**src/rtl/uart_pkg.sv**
```systemverilog
// Shared encodings for the UART loopback BIST: pattern modes, FSM states and
// the maximal-length LFSR tap table for payload widths 5..9.
package uart_pkg;

  typedef enum logic [1:0] {
    MODE_FIXED = 2'd0,
    MODE_INCR  = 2'd1,
    MODE_LFSR  = 2'd2
  } mode_e;

  typedef enum logic [2:0] {
    IDLE    = 3'd0,
    LOAD    = 3'd1,
    SEND    = 3'd2,
    WAIT_RX = 3'd3,
    CHECK   = 3'd4,
    FINISH  = 3'd5
  } state_e;

  // Fibonacci feedback masks (bit i set = stage i+1 tapped), shift-left form.
  function automatic logic [8:0] lfsr_taps(input int width);
    case (width)
      5:       return 9'h014;
      6:       return 9'h030;
      7:       return 9'h060;
      8:       return 9'h0B8;
      default: return 9'h110;
    endcase
  endfunction

endpackage

```
**src/rtl/bist_pattern_gen.sv**
```systemverilog
// Test-pattern source: reloads the seed on load, advances one step on step
// (hold, increment modulo 2^DATA_W, or maximal-length Fibonacci LFSR).
module bist_pattern_gen
  import uart_pkg::*;
#(
  parameter int    DATA_W = 8,
  parameter mode_e MODE   = MODE_INCR
) (
  input  logic              clk,
  input  logic              rst,
  input  logic              load,
  input  logic              step,
  input  logic [DATA_W-1:0] seed,
  output logic [DATA_W-1:0] pattern
);

  localparam logic [DATA_W-1:0] TAPS = DATA_W'(lfsr_taps(DATA_W));

  logic [DATA_W-1:0] pat_q, pat_d, seed_eff;

  always_comb begin
    seed_eff = seed;
    // An all-zero LFSR state never leaves zero, so substitute 1.
    if ((MODE == MODE_LFSR) && (seed == '0)) seed_eff = DATA_W'(1);
    pat_d = pat_q;
    if (load) begin
      pat_d = seed_eff;
    end else if (step) begin
      case (MODE)
        MODE_INCR: pat_d = pat_q + DATA_W'(1);
        MODE_LFSR: pat_d = {pat_q[DATA_W-2:0], ^(pat_q & TAPS)};
        default:   pat_d = pat_q;
      endcase
    end
  end

  always_ff @(posedge clk or negedge rst) begin
    if (!rst) pat_q <= '0;
    else      pat_q <= pat_d;
  end

  assign pattern = pat_q;

endmodule

```
**src/rtl/uart_loopback_bist.sv**
```systemverilog
// Loopback BIST controller: launches frames into an external uart_tx, checks
// what uart_rx returns, and counts mismatches, timeouts and stray frames.
module uart_loopback_bist
  import uart_pkg::*;
#(
  parameter int                DATA_W      = 8,
  parameter int                NUM_FRAMES  = 16,
  parameter mode_e             MODE        = MODE_INCR,
  parameter logic [DATA_W-1:0] SEED        = DATA_W'(8'hC1),
  parameter int                TIMEOUT_CYC = 120000
) (
  input  logic              clk,
  input  logic              rst,
  input  logic              start,
  output logic              tx_start,
  output logic [DATA_W-1:0] tx_data,
  input  logic              tx_busy,
  input  logic [DATA_W-1:0] rx_data,
  input  logic              rx_done,
  output logic              busy,
  output logic              done,
  output logic              pass,
  output logic [15:0]       err_count,
  output logic [15:0]       frame_count
);

  localparam logic [23:0] TMO_LAST   = 24'(TIMEOUT_CYC - 1);
  localparam logic [15:0] FRAMES_END = 16'(NUM_FRAMES);

  function automatic logic [15:0] sat_add(input logic [15:0] a, input logic [1:0] inc);
    logic [16:0] sum;
    sum = {1'b0, a} + {15'd0, inc};
    return sum[16] ? 16'hFFFF : sum[15:0];
  endfunction

  state_e            state_q, state_d;
  logic              tx_start_q, tx_start_d;
  logic [DATA_W-1:0] tx_data_q, tx_data_d;
  logic              busy_q, busy_d, done_q, done_d, pass_q, pass_d;
  logic [15:0]       err_q, err_d, frame_q, frame_d, frame_inc;
  logic [23:0]       tmo_q, tmo_d;
  logic [DATA_W-1:0] rx_cap_q, rx_cap_d, pattern;
  logic              pat_load, pat_step, clear_run, frame_end, frame_err, stray;

  bist_pattern_gen #(.DATA_W(DATA_W), .MODE(MODE)) u_pattern (
    .clk     (clk),
    .rst     (rst),
    .load    (pat_load),
    .step    (pat_step),
    .seed    (SEED),
    .pattern (pattern)
  );

  always_comb begin
    state_d    = state_q;
    tx_start_d = 1'b0;
    tx_data_d  = tx_data_q;
    busy_d     = busy_q;
    done_d     = 1'b0;
    pass_d     = pass_q;
    err_d      = err_q;
    frame_d    = frame_q;
    tmo_d      = tmo_q;
    rx_cap_d   = rx_cap_q;
    pat_load   = 1'b0;
    pat_step   = 1'b0;
    clear_run  = 1'b0;
    frame_end  = 1'b0;
    frame_err  = 1'b0;
    frame_inc  = frame_q + 16'd1;
    stray      = rx_done && busy_q && (state_q != WAIT_RX);

    case (state_q)
      IDLE: if (start) begin
        state_d   = LOAD;
        busy_d    = 1'b1;
        pass_d    = 1'b0;
        frame_d   = '0;
        clear_run = 1'b1;
        pat_load  = 1'b1;
      end
      LOAD: if (!tx_busy) begin
        tx_data_d  = pattern;
        tx_start_d = 1'b1;
        state_d    = SEND;
      end
      SEND: begin
        tmo_d   = '0;
        state_d = WAIT_RX;
      end
      WAIT_RX: begin
        // A reception in the expiry cycle still counts as a good frame.
        if (rx_done) begin
          rx_cap_d = rx_data;
          state_d  = CHECK;
        end else if (tmo_q == TMO_LAST) begin
          frame_end = 1'b1;
          frame_err = 1'b1;
        end else begin
          tmo_d = tmo_q + 24'd1;
        end
      end
      CHECK: begin
        frame_end = 1'b1;
        frame_err = (rx_cap_q != tx_data_q);
      end
      FINISH: begin
        done_d  = 1'b1;
        busy_d  = 1'b0;
        state_d = IDLE;
      end
      default: state_d = IDLE;
    endcase

    if (frame_end) begin
      frame_d = frame_inc;
      if (frame_inc == FRAMES_END) begin
        state_d = FINISH;
      end else begin
        pat_step = 1'b1;
        state_d  = LOAD;
      end
    end

    if (clear_run) err_d = '0;
    else           err_d = sat_add(err_q, {1'b0, frame_err} + {1'b0, stray});

    if (state_q == FINISH) pass_d = (err_d == 16'd0);
  end

  always_ff @(posedge clk or negedge rst) begin
    if (!rst) begin
      state_q    <= IDLE;
      tx_start_q <= 1'b0;
      tx_data_q  <= '0;
      busy_q     <= 1'b0;
      done_q     <= 1'b0;
      pass_q     <= 1'b0;
      err_q      <= '0;
      frame_q    <= '0;
      tmo_q      <= '0;
    end else begin
      state_q    <= state_d;
      tx_start_q <= tx_start_d;
      tx_data_q  <= tx_data_d;
      busy_q     <= busy_d;
      done_q     <= done_d;
      pass_q     <= pass_d;
      err_q      <= err_d;
      frame_q    <= frame_d;
      tmo_q      <= tmo_d;
    end
  end

  // Capture register is only read in CHECK, so it needs no reset.
  always_ff @(posedge clk) begin
    rx_cap_q <= rx_cap_d;
  end

  assign tx_start    = tx_start_q;
  assign tx_data     = tx_data_q;
  assign busy        = busy_q;
  assign done        = done_q;
  assign pass        = pass_q;
  assign err_count   = err_q;
  assign frame_count = frame_q;

endmodule

```
**config.mk**
```make
export PLATFORM = sky130hd
export DESIGN_NAME = uart_loopback_bist
export DESIGN_NICKNAME = d
export VERILOG_FILES = /design/src/rtl/uart_pkg.sv /design/src/rtl/bist_pattern_gen.sv /design/src/rtl/uart_loopback_bist.sv
export SDC_FILE = /design/constraint.sdc
export NUM_CORES = 1
export LEC_CHECK = 0
export BUFFER_PORTS_ARGS = -buffer_cell sky130_fd_sc_hd__buf_2
export CAP_MARGIN = 25
export CORE_ASPECT_RATIO = 0.8
export CORE_MARGIN = 5
export CORE_UTILIZATION = 30
export CTS_BUF_LIST = sky130_fd_sc_hd__clkbuf_8 sky130_fd_sc_hd__clkbuf_16
export CTS_CLUSTER_DIAMETER = 50
export CTS_CLUSTER_SIZE = 10
export DETAILED_ROUTE_END_ITERATION = 10
export HOLD_SLACK_MARGIN = 0.05
export PLACE_DENSITY = 0.47
export SETUP_SLACK_MARGIN = 0.1
export SLEW_MARGIN = 30
export SYNTH_ARGS = -nofsm -noshare
export SYNTH_HDL_FRONTEND = slang
export SYNTH_SLANG_ARGS = --single-unit
export TNS_END_PERCENT = 30
```
**constraint.sdc**
```tcl
create_clock -name clk -period 4 [get_ports clk]
set_input_delay 0.6 -clock clk [delete_from_list [all_inputs] [get_ports clk]]
set_output_delay 0.6 -clock clk [all_outputs]
set_load 0.01 [all_outputs]
```
# [After elaboration in Yosys (flattened, before gate mapping)]
# Cells that the tools add are included.
[word_totals] regBits=87 in_bits=13 output_inout_bits=44 wordCells=82
[classes] n_addsub=5 eq_ne=16 n_mux=32 n_bitwise=1 reduce_logical=17
[op_table] operator="two-way mux 16 bit" count=5
[op_table] operator="two-way mux 24 bit" count=2
[op_table] operator="one-hot mux 24 bit (2 select lines)" count=1
[op_table] operator="adder 24 x 1 -> 24 bit (second input constant)" count=1
[op_table] operator="equality test 24 x 17 -> 1 bit (second input constant)" count=1
[op_table] operator="adder 16 x 2 -> 17 bit" count=1
[op_table] operator="adder 16 x 1 -> 16 bit (second input constant)" count=1
[op_table] operator="equality test 16 x 5 -> 1 bit (second input constant)" count=1
[op_table] operator="zero test 16 bit" count=1
[op_table] operator="two-way mux 8 bit" count=2
[op_table] operator="two-way mux 3 bit" count=5
[op_table] operator="one-hot mux 3 bit (5 select lines)" count=1
[op_table] operator="two-way mux 1 bit" count=13
[op_table] operator="nonzero test 2 bit" count=6
[op_table] operator="AND reduction 2 bit" count=5
[op_table] operator="inequality test 3 bit (second input constant)" count=3
[op_table] operator="adder 8 x 1 -> 8 bit (second input constant)" count=1
[op_table] operator="inequality test 2 bit (second input constant)" count=4
[op_table] operator="inequality test 8 bit" count=1
[op_table] operator="equality test 3 x 2 -> 1 bit (second input constant)" count=2
[op_table] operator="equality test 3 bit (second input constant)" count=2
[op_table] operator="one-hot mux 1 bit (2 select lines)" count=3
[op_table] operator="AND reduction 4 bit" count=1
[op_table] operator="equality test 3 x 1 -> 1 bit (second input constant)" count=1
[op_table] operator="6 further kinds" count=7

# [Depth between registers and ports, before layout]
[depth] depth_word=10 depth_mapped=14 depth_no_buf=13

# [Hierarchy]
# Synthesis repeated with hierarchy kept, for this count alone.
[hier_totals] cells_unflattened=501 hier_area_um2=4803.4
[by_module_without_submodules] module="uart_loopback_bist" n_inst=1 cells_each=452 area_each_um2=4352.9 seq_area_each_um2=2016.9
[by_module_without_submodules] module="bist_pattern_gen" n_inst=1 cells_each=49 area_each_um2=450.4 seq_area_each_um2=200.2

# [Worst setup path before layout]
# Ideal clock, no wire load.
[synth_path] path_kind="input port to flip-flop" start="in rx_done" end="reg pass_q, in the netlist pass" setup_time_ns=0.095 arrival_time_ns=3.314 required_ns=3.905 path_slack_ns=0.590 stages=13 n_path_buf=0 cell_sequence="and4bb_1 nand3_1 or3_1 nand2_1 fa_1 ha_1 nand4_1 or2_1 nor2_1 and4b_1 nor3_1 or4_1 o31ai_1"
[synth_via] elab_chain_len=8 elab_cells_between_ends=10 cone_classes="add/sub: 2; mux: 5; reduce/logical: 3"
[synth_lines] item="start: declaration" line_no="uart_loopback_bist.sv:19" text="input logic rx_done,"
[synth_lines] item="two-way mux 1 bit or logical AND 1 bit (tied branches)" line_no="uart_loopback_bist.sv:93, uart_loopback_bist.sv:71"
[synth_lines] item="one-hot mux 1 bit (2 select lines) or logical AND 1 bit (tied branches)" line_no="uart_loopback_bist.sv:73, uart_loopback_bist.sv:71"
[synth_lines] item="adder 1 x 1 -> 2 bit *" line_no="uart_loopback_bist.sv:126" text="else err_d = sat_add(err_q, {1'b0, frame_err} + {1'b0, stray});"
[synth_lines] item="adder 16 x 2 -> 17 bit *" line_no="uart_loopback_bist.sv:32" text="sum = {1'b0, a} + {15'd0, inc};"
[synth_lines] item="two-way mux 16 bit *" line_no="uart_loopback_bist.sv:33" text="return sum[16] ? 16'hFFFF : sum[15:0];"
[synth_lines] item="two-way mux 16 bit *" line_no="uart_loopback_bist.sv:125" text="if (clear_run) err_d = '0;"
[synth_lines] item="via err_d[14]" line_no="uart_loopback_bist.sv:40" text="logic [15:0] err_q, err_d, frame_q, frame_d, frame_inc;"
[synth_lines] item="zero test 16 bit *" line_no="uart_loopback_bist.sv:128" text="if (state_q == FINISH) pass_d = (err_d == 16'd0);"
[synth_lines] item="two-way mux 1 bit *" line_no="uart_loopback_bist.sv:128"
[synth_lines] item="end signal: assignment" line_no="uart_loopback_bist.sv:148" text="pass_q <= pass_d;"
[synth_lines] item="end: declaration" line_no="uart_loopback_bist.sv:39" text="logic busy_q, busy_d, done_q, done_d, pass_q, pass_d;"
# The timed path passes the listed nets; every way through them passes the cells marked *.
# A chain may end at the register's enable or synchronous reset.

# [Worst setup path in the final report]
[layout_path] start="reg tmo_q[13]" end="reg pass_q, in the netlist pass"
[layout_via] elab_chain_len=10
[layout_lines] item="start: declaration" line_no="uart_loopback_bist.sv:41" text="logic [23:0] tmo_q, tmo_d;"
[layout_lines] item="start signal: assignment" line_no="uart_loopback_bist.sv:151" text="tmo_q <= tmo_d;"
[layout_lines] item="equality test 24 x 17 -> 1 bit" line_no="uart_loopback_bist.sv:96" text="end else if (tmo_q == TMO_LAST) begin"
[layout_lines] item="two-way mux 1 bit" line_no="uart_loopback_bist.sv:96"
[layout_lines] item="two-way mux 1 bit" line_no="uart_loopback_bist.sv:93" text="if (rx_done) begin"
[layout_lines] item="one-hot mux 1 bit (2 select lines)" line_no="uart_loopback_bist.sv:73" text="case (state_q)"
[layout_lines] item="adder 1 x 1 -> 2 bit" line_no="uart_loopback_bist.sv:126"
[layout_lines] item="adder 16 x 2 -> 17 bit" line_no="uart_loopback_bist.sv:32"
[layout_lines] item="two-way mux 16 bit" line_no="uart_loopback_bist.sv:33"
[layout_lines] item="two-way mux 16 bit" line_no="uart_loopback_bist.sv:125"
[layout_lines] item="via err_d[14]" line_no="uart_loopback_bist.sv:40"
[layout_lines] item="zero test 16 bit" line_no="uart_loopback_bist.sv:128"
[layout_lines] item="two-way mux 1 bit" line_no="uart_loopback_bist.sv:128"
# The timed path passes the listed nets, and every way through them passes these cells.

==> qor.csv <==
stage;metric;value;unit
synthesis;syn-num-nets;495;
route;firstDrtPassIters;4;
worst_setup_path;crit_chain;nor4bb_2, nand3_1, or3_1, nand2_1, fa_1, ha_2, nand4_1, or2_1, nor2_2, and4b_1, nor3_1, or4_1, o31ai_1;
cells_and_area;final_cell_area;5440;um2
global_route;grt.overflow.total;0;
worst_setup_path;crit_start;tmo_q[13];
pwr;powerDensity;489;nW/um2
pwr;p_sw;817;uW
placed_design;port_buffers;56;
pwr;internal_power;1840;uW
cells_and_area;fin_nets;547;
pwr;p_leak;0.00235;uW
sta;max_freq;0.276;GHz
cells_and_area;layout_common_cells;dfrtp_1, buf_2, nor2_1, nand2_1, o21ai_0;
placed_design;place_congestion;0.816;
global_route;grt_max_degree;80;
worst_setup_path;path_buf_inv;0;
worst_setup_path;crit_family;simple AND/OR/NAND/NOR gates;
placed_design;placed_area;5070;um2
pwr;pwr-share-comb;0.214;
floorplan;pin_count;57;
worst_setup_path;crit_fanout;6;
route;drtIter0Drc;282;
floorplan;die_area;17800;um2
synthesis;seq_area_frac_synth;0.485;
synthesis;synth_area;4570;um2
sta;holdWs;0.295;ns
worst_setup_path;critPathKind;flip-flop to flip-flop;
clock_tree;root_buffer;clkbuf_16;
clock_tree;htree_levels;3;
synthesis;synth_area_per_cell;9.57;um2
route;topRoutingLayerUsed;met4;
route;drcViolationCount;0;
route;finalWirelength;11500;um
global_route;grt_pass1_wl;19400;um
worst_setup_path;cp_slowest_stage_delay;0.54;ns
synthesis;ys.flop_type;dfrtp_1;
route;wl_per_cell;15.9;um
floorplan;initial_core_util;0.305;
worst_setup_path;start_kind;flip-flop;
global_route;antenna_found_initial;0;
synthesis;synthCells;477;
clock_tree;clock_latency;0.35;ns
clock_tree;numCtsBuffers;9;
floorplan;die_y;120;um
synthesis;ys_seq_elements;87;
sta;finalSetupTns;0;ns
status;status;finished clean;
worst_setup_path;critPathSlowestCell;or4_1;
cells_and_area;layout_commonest_cell;dfrtp_1;
min_path;hold_path.class;primary input to async pin;
clock_tree;cts_buffer_depth;2;
worst_setup_path;crit_arrival;3.87;ns
route;vias;3735;
pwr;p_sw_frac;0.307;
flow_run;maxCapViolCount;0;
route;route.met3.wl;582;um
cells_and_area;syn2layout_area_growth;19.1;%
floorplan;fp.dieW;148;um
route;wl_met2;5090;um
cells_and_area;diodes;0;
route;drt-vias-per-instance;5.17;
pwr;clkPwrFrac;0.368;
pwr;peakVddDrop;235;uV
floorplan;coreArea;15000;um2
synthesis;synth-edff-count;8;
cells_and_area;layout-drive-gt1-share;0.191;
pwr;seqPwrFrac;0.417;
worst_setup_path;r2r_start;tmo_q[13];
synthesis;synthArstFlopShare;0.908;
synthesis;synth.distinct_cells;52;
sta;hold_violations;0;
clock_tree;post_cts_buffers;0;
sta;post-route-min-period;3.62;ns
worst_setup_path;crit_path_end_kind;flip-flop;
clock_tree;cts_tree;built;
worst_setup_path;worst_ep_required_time;4.25;ns
synthesis;ys_warn_count;0;
clock_tree;path_clk_slew;0.06;ns
route;antenna_left;0;
sta;rsz0062_at_grt;no;
sta;drv_slew;0;
route;drt-met1-wl;5660;um
sta;setup_violations;0;
sta;relSlewSlack;0.410;
sta;finalCritPeriodShare;0.905;
placed_design;dpl.hpwl;7990;um
sta;tightest_slew;0.880;ns
floorplan;std_cell_rows;40;
clock_tree;numClockSinks;87;
sta;fin_skew;0.00707;ns
global_route;grt_pass1_vias;3709;
global_route;grt_usage;0.134;
==> metal layers <==
layer,global-route usage,vias to the layer above
met5,0,-
met4,0.0369,0
met3,0.0356,15
met2,0.201,94
met1,0.193,1790
li1,-,1836
==> sequential cells by signal, indices dropped and copies added, names as in the netlist <==
signal	cells
busy	1
done	1
err_count	16
frame_count	16
pass	1
rx_cap_q	8
state_q	3
tmo_q	24
tx_data	8
tx_start	1
u_pattern.pattern	8
==> Yosys cell counts, types with 2 or more instances <==
| master | instances | share of area |
|---|---|---|
| o41ai_1 | 5 | 0.0096 |
| a21o_1 | 2 | 0.0033 |
| dfrtp_1 | 79 | 0.43 |
| a31oi_1 | 5 | 0.0068 |
| xnor2_1 | 29 | 0.056 |
| clkbuf_1 | 16 | 0.013 |
| nand3b_1 | 2 | 0.0033 |
| and3_1 | 14 | 0.019 |
| a211oi_1 | 6 | 0.0099 |
| nand3_1 | 30 | 0.033 |
| mux2_2 | 9 | 0.022 |
| mux2i_1 | 4 | 0.0088 |
| o21ai_0 | 31 | 0.034 |
| inv_1 | 11 | 0.0090 |
| buf_1 | 2 | 0.0016 |
| buf_2 | 5 | 0.0055 |
| and2_1 | 4 | 0.0055 |
| o31ai_1 | 8 | 0.013 |
| nor4b_1 | 2 | 0.0038 |
| xor2_1 | 8 | 0.015 |
| nand2_1 | 42 | 0.035 |
| ha_1 | 4 | 0.011 |
| and4_1 | 7 | 0.013 |
| or4_1 | 2 | 0.0033 |
| nor2b_1 | 2 | 0.0027 |
| nand2b_1 | 5 | 0.0068 |
| a311oi_1 | 3 | 0.0058 |
| nor3_1 | 13 | 0.014 |
| nand4_1 | 16 | 0.022 |
| or3_1 | 8 | 0.011 |
| nor4_1 | 5 | 0.0068 |
| a21oi_1 | 28 | 0.031 |
| nor2_1 | 44 | 0.036 |
| edfxtp_1 | 8 | 0.053 |
==> kinds of logic after synthesis <==
kind of cell | count (synthesis) | synth area share
buffers and inverters | 34 | 0.0293
xor gates and xnor gates | 37 | 0.0710
and+or+nand+nor | 205 | 0.238
adders and majority gates | 5 | 0.0153
muxes | 14 | 0.0334
DFF | 87 | 0.485
AOI/OAI and AO/OA | 95 | 0.127
==> worst paths after layout <==
check	to	slack, ns	depth (start not counted)
setup / recovery	pass	0.38	13
hold reg to reg	u_pattern.pattern[6]	0.53	1
max in group asynchronous	tx_data[5]	3.17	1
min in group clk	rx_cap_q[3]	0.43	1
setup reg to reg	pass	0.38	13
hold / removal	tx_start	0.29	1
==> cell type report <==
class                   instances  area [um2]
fillers                      1511        9520
multi-input cells             356        2250
flip-flops and latches         87        2220
repair buffers                 64         347
clock buffers                  10         239
well taps                     189         236
clock inverters                 6         108
inverters                      11        41.3
==> metrics by stage <==
stage | instances | worst slack (ns) | total power (uW) | util
2_1_floorplan | 477 | 0.590 | 1470 | -
3_3_place_gp | 707 | 0.195 | 1700 | 0.338
3_5_place_dp | 707 | 0.0724 | 1710 | 0.339
4_1_cts | 723 | 0.277 | 2710 | 0.362
5_1_grt | 723 | 0.0777 | 2840 | 0.364
6_report | 723 | 0.381 | 2660 | 0.364
==> power by group through the flow <==
stage | registers [uW] | logic, uW | clock network, uW
3_3_place_gp | 1130 | 575 | 0
4_1_cts | 1110 | 585 | 1010
6_report | 1110 | 570 | 980
2_1_floorplan | 1120 | 355 | 0
3_5_place_dp | 1130 | 581 | 0
5_1_grt | 1130 | 655 | 1050
==> worst register-to-register path, delay by kind of cell, from the launching register on <==
kind | cells | cell delay [ns]
simple gates | 10 | 2.38
compound gates | 1 | 0.25
flops | 1 | 0.44
fa+ha+maj | 2 | 0.45
==> what timing repair did <==
| item | 4_1_cts | 5_1_grt |
|---|---|---|
| resized for setup | 0 | 7 |
| setup endpoints to repair | 0 | 1 |
| hold buffers | 0 | 0 |
| endpoints found under the hold margin | 0 | 0 |
(Power assumes the default switching activity.)
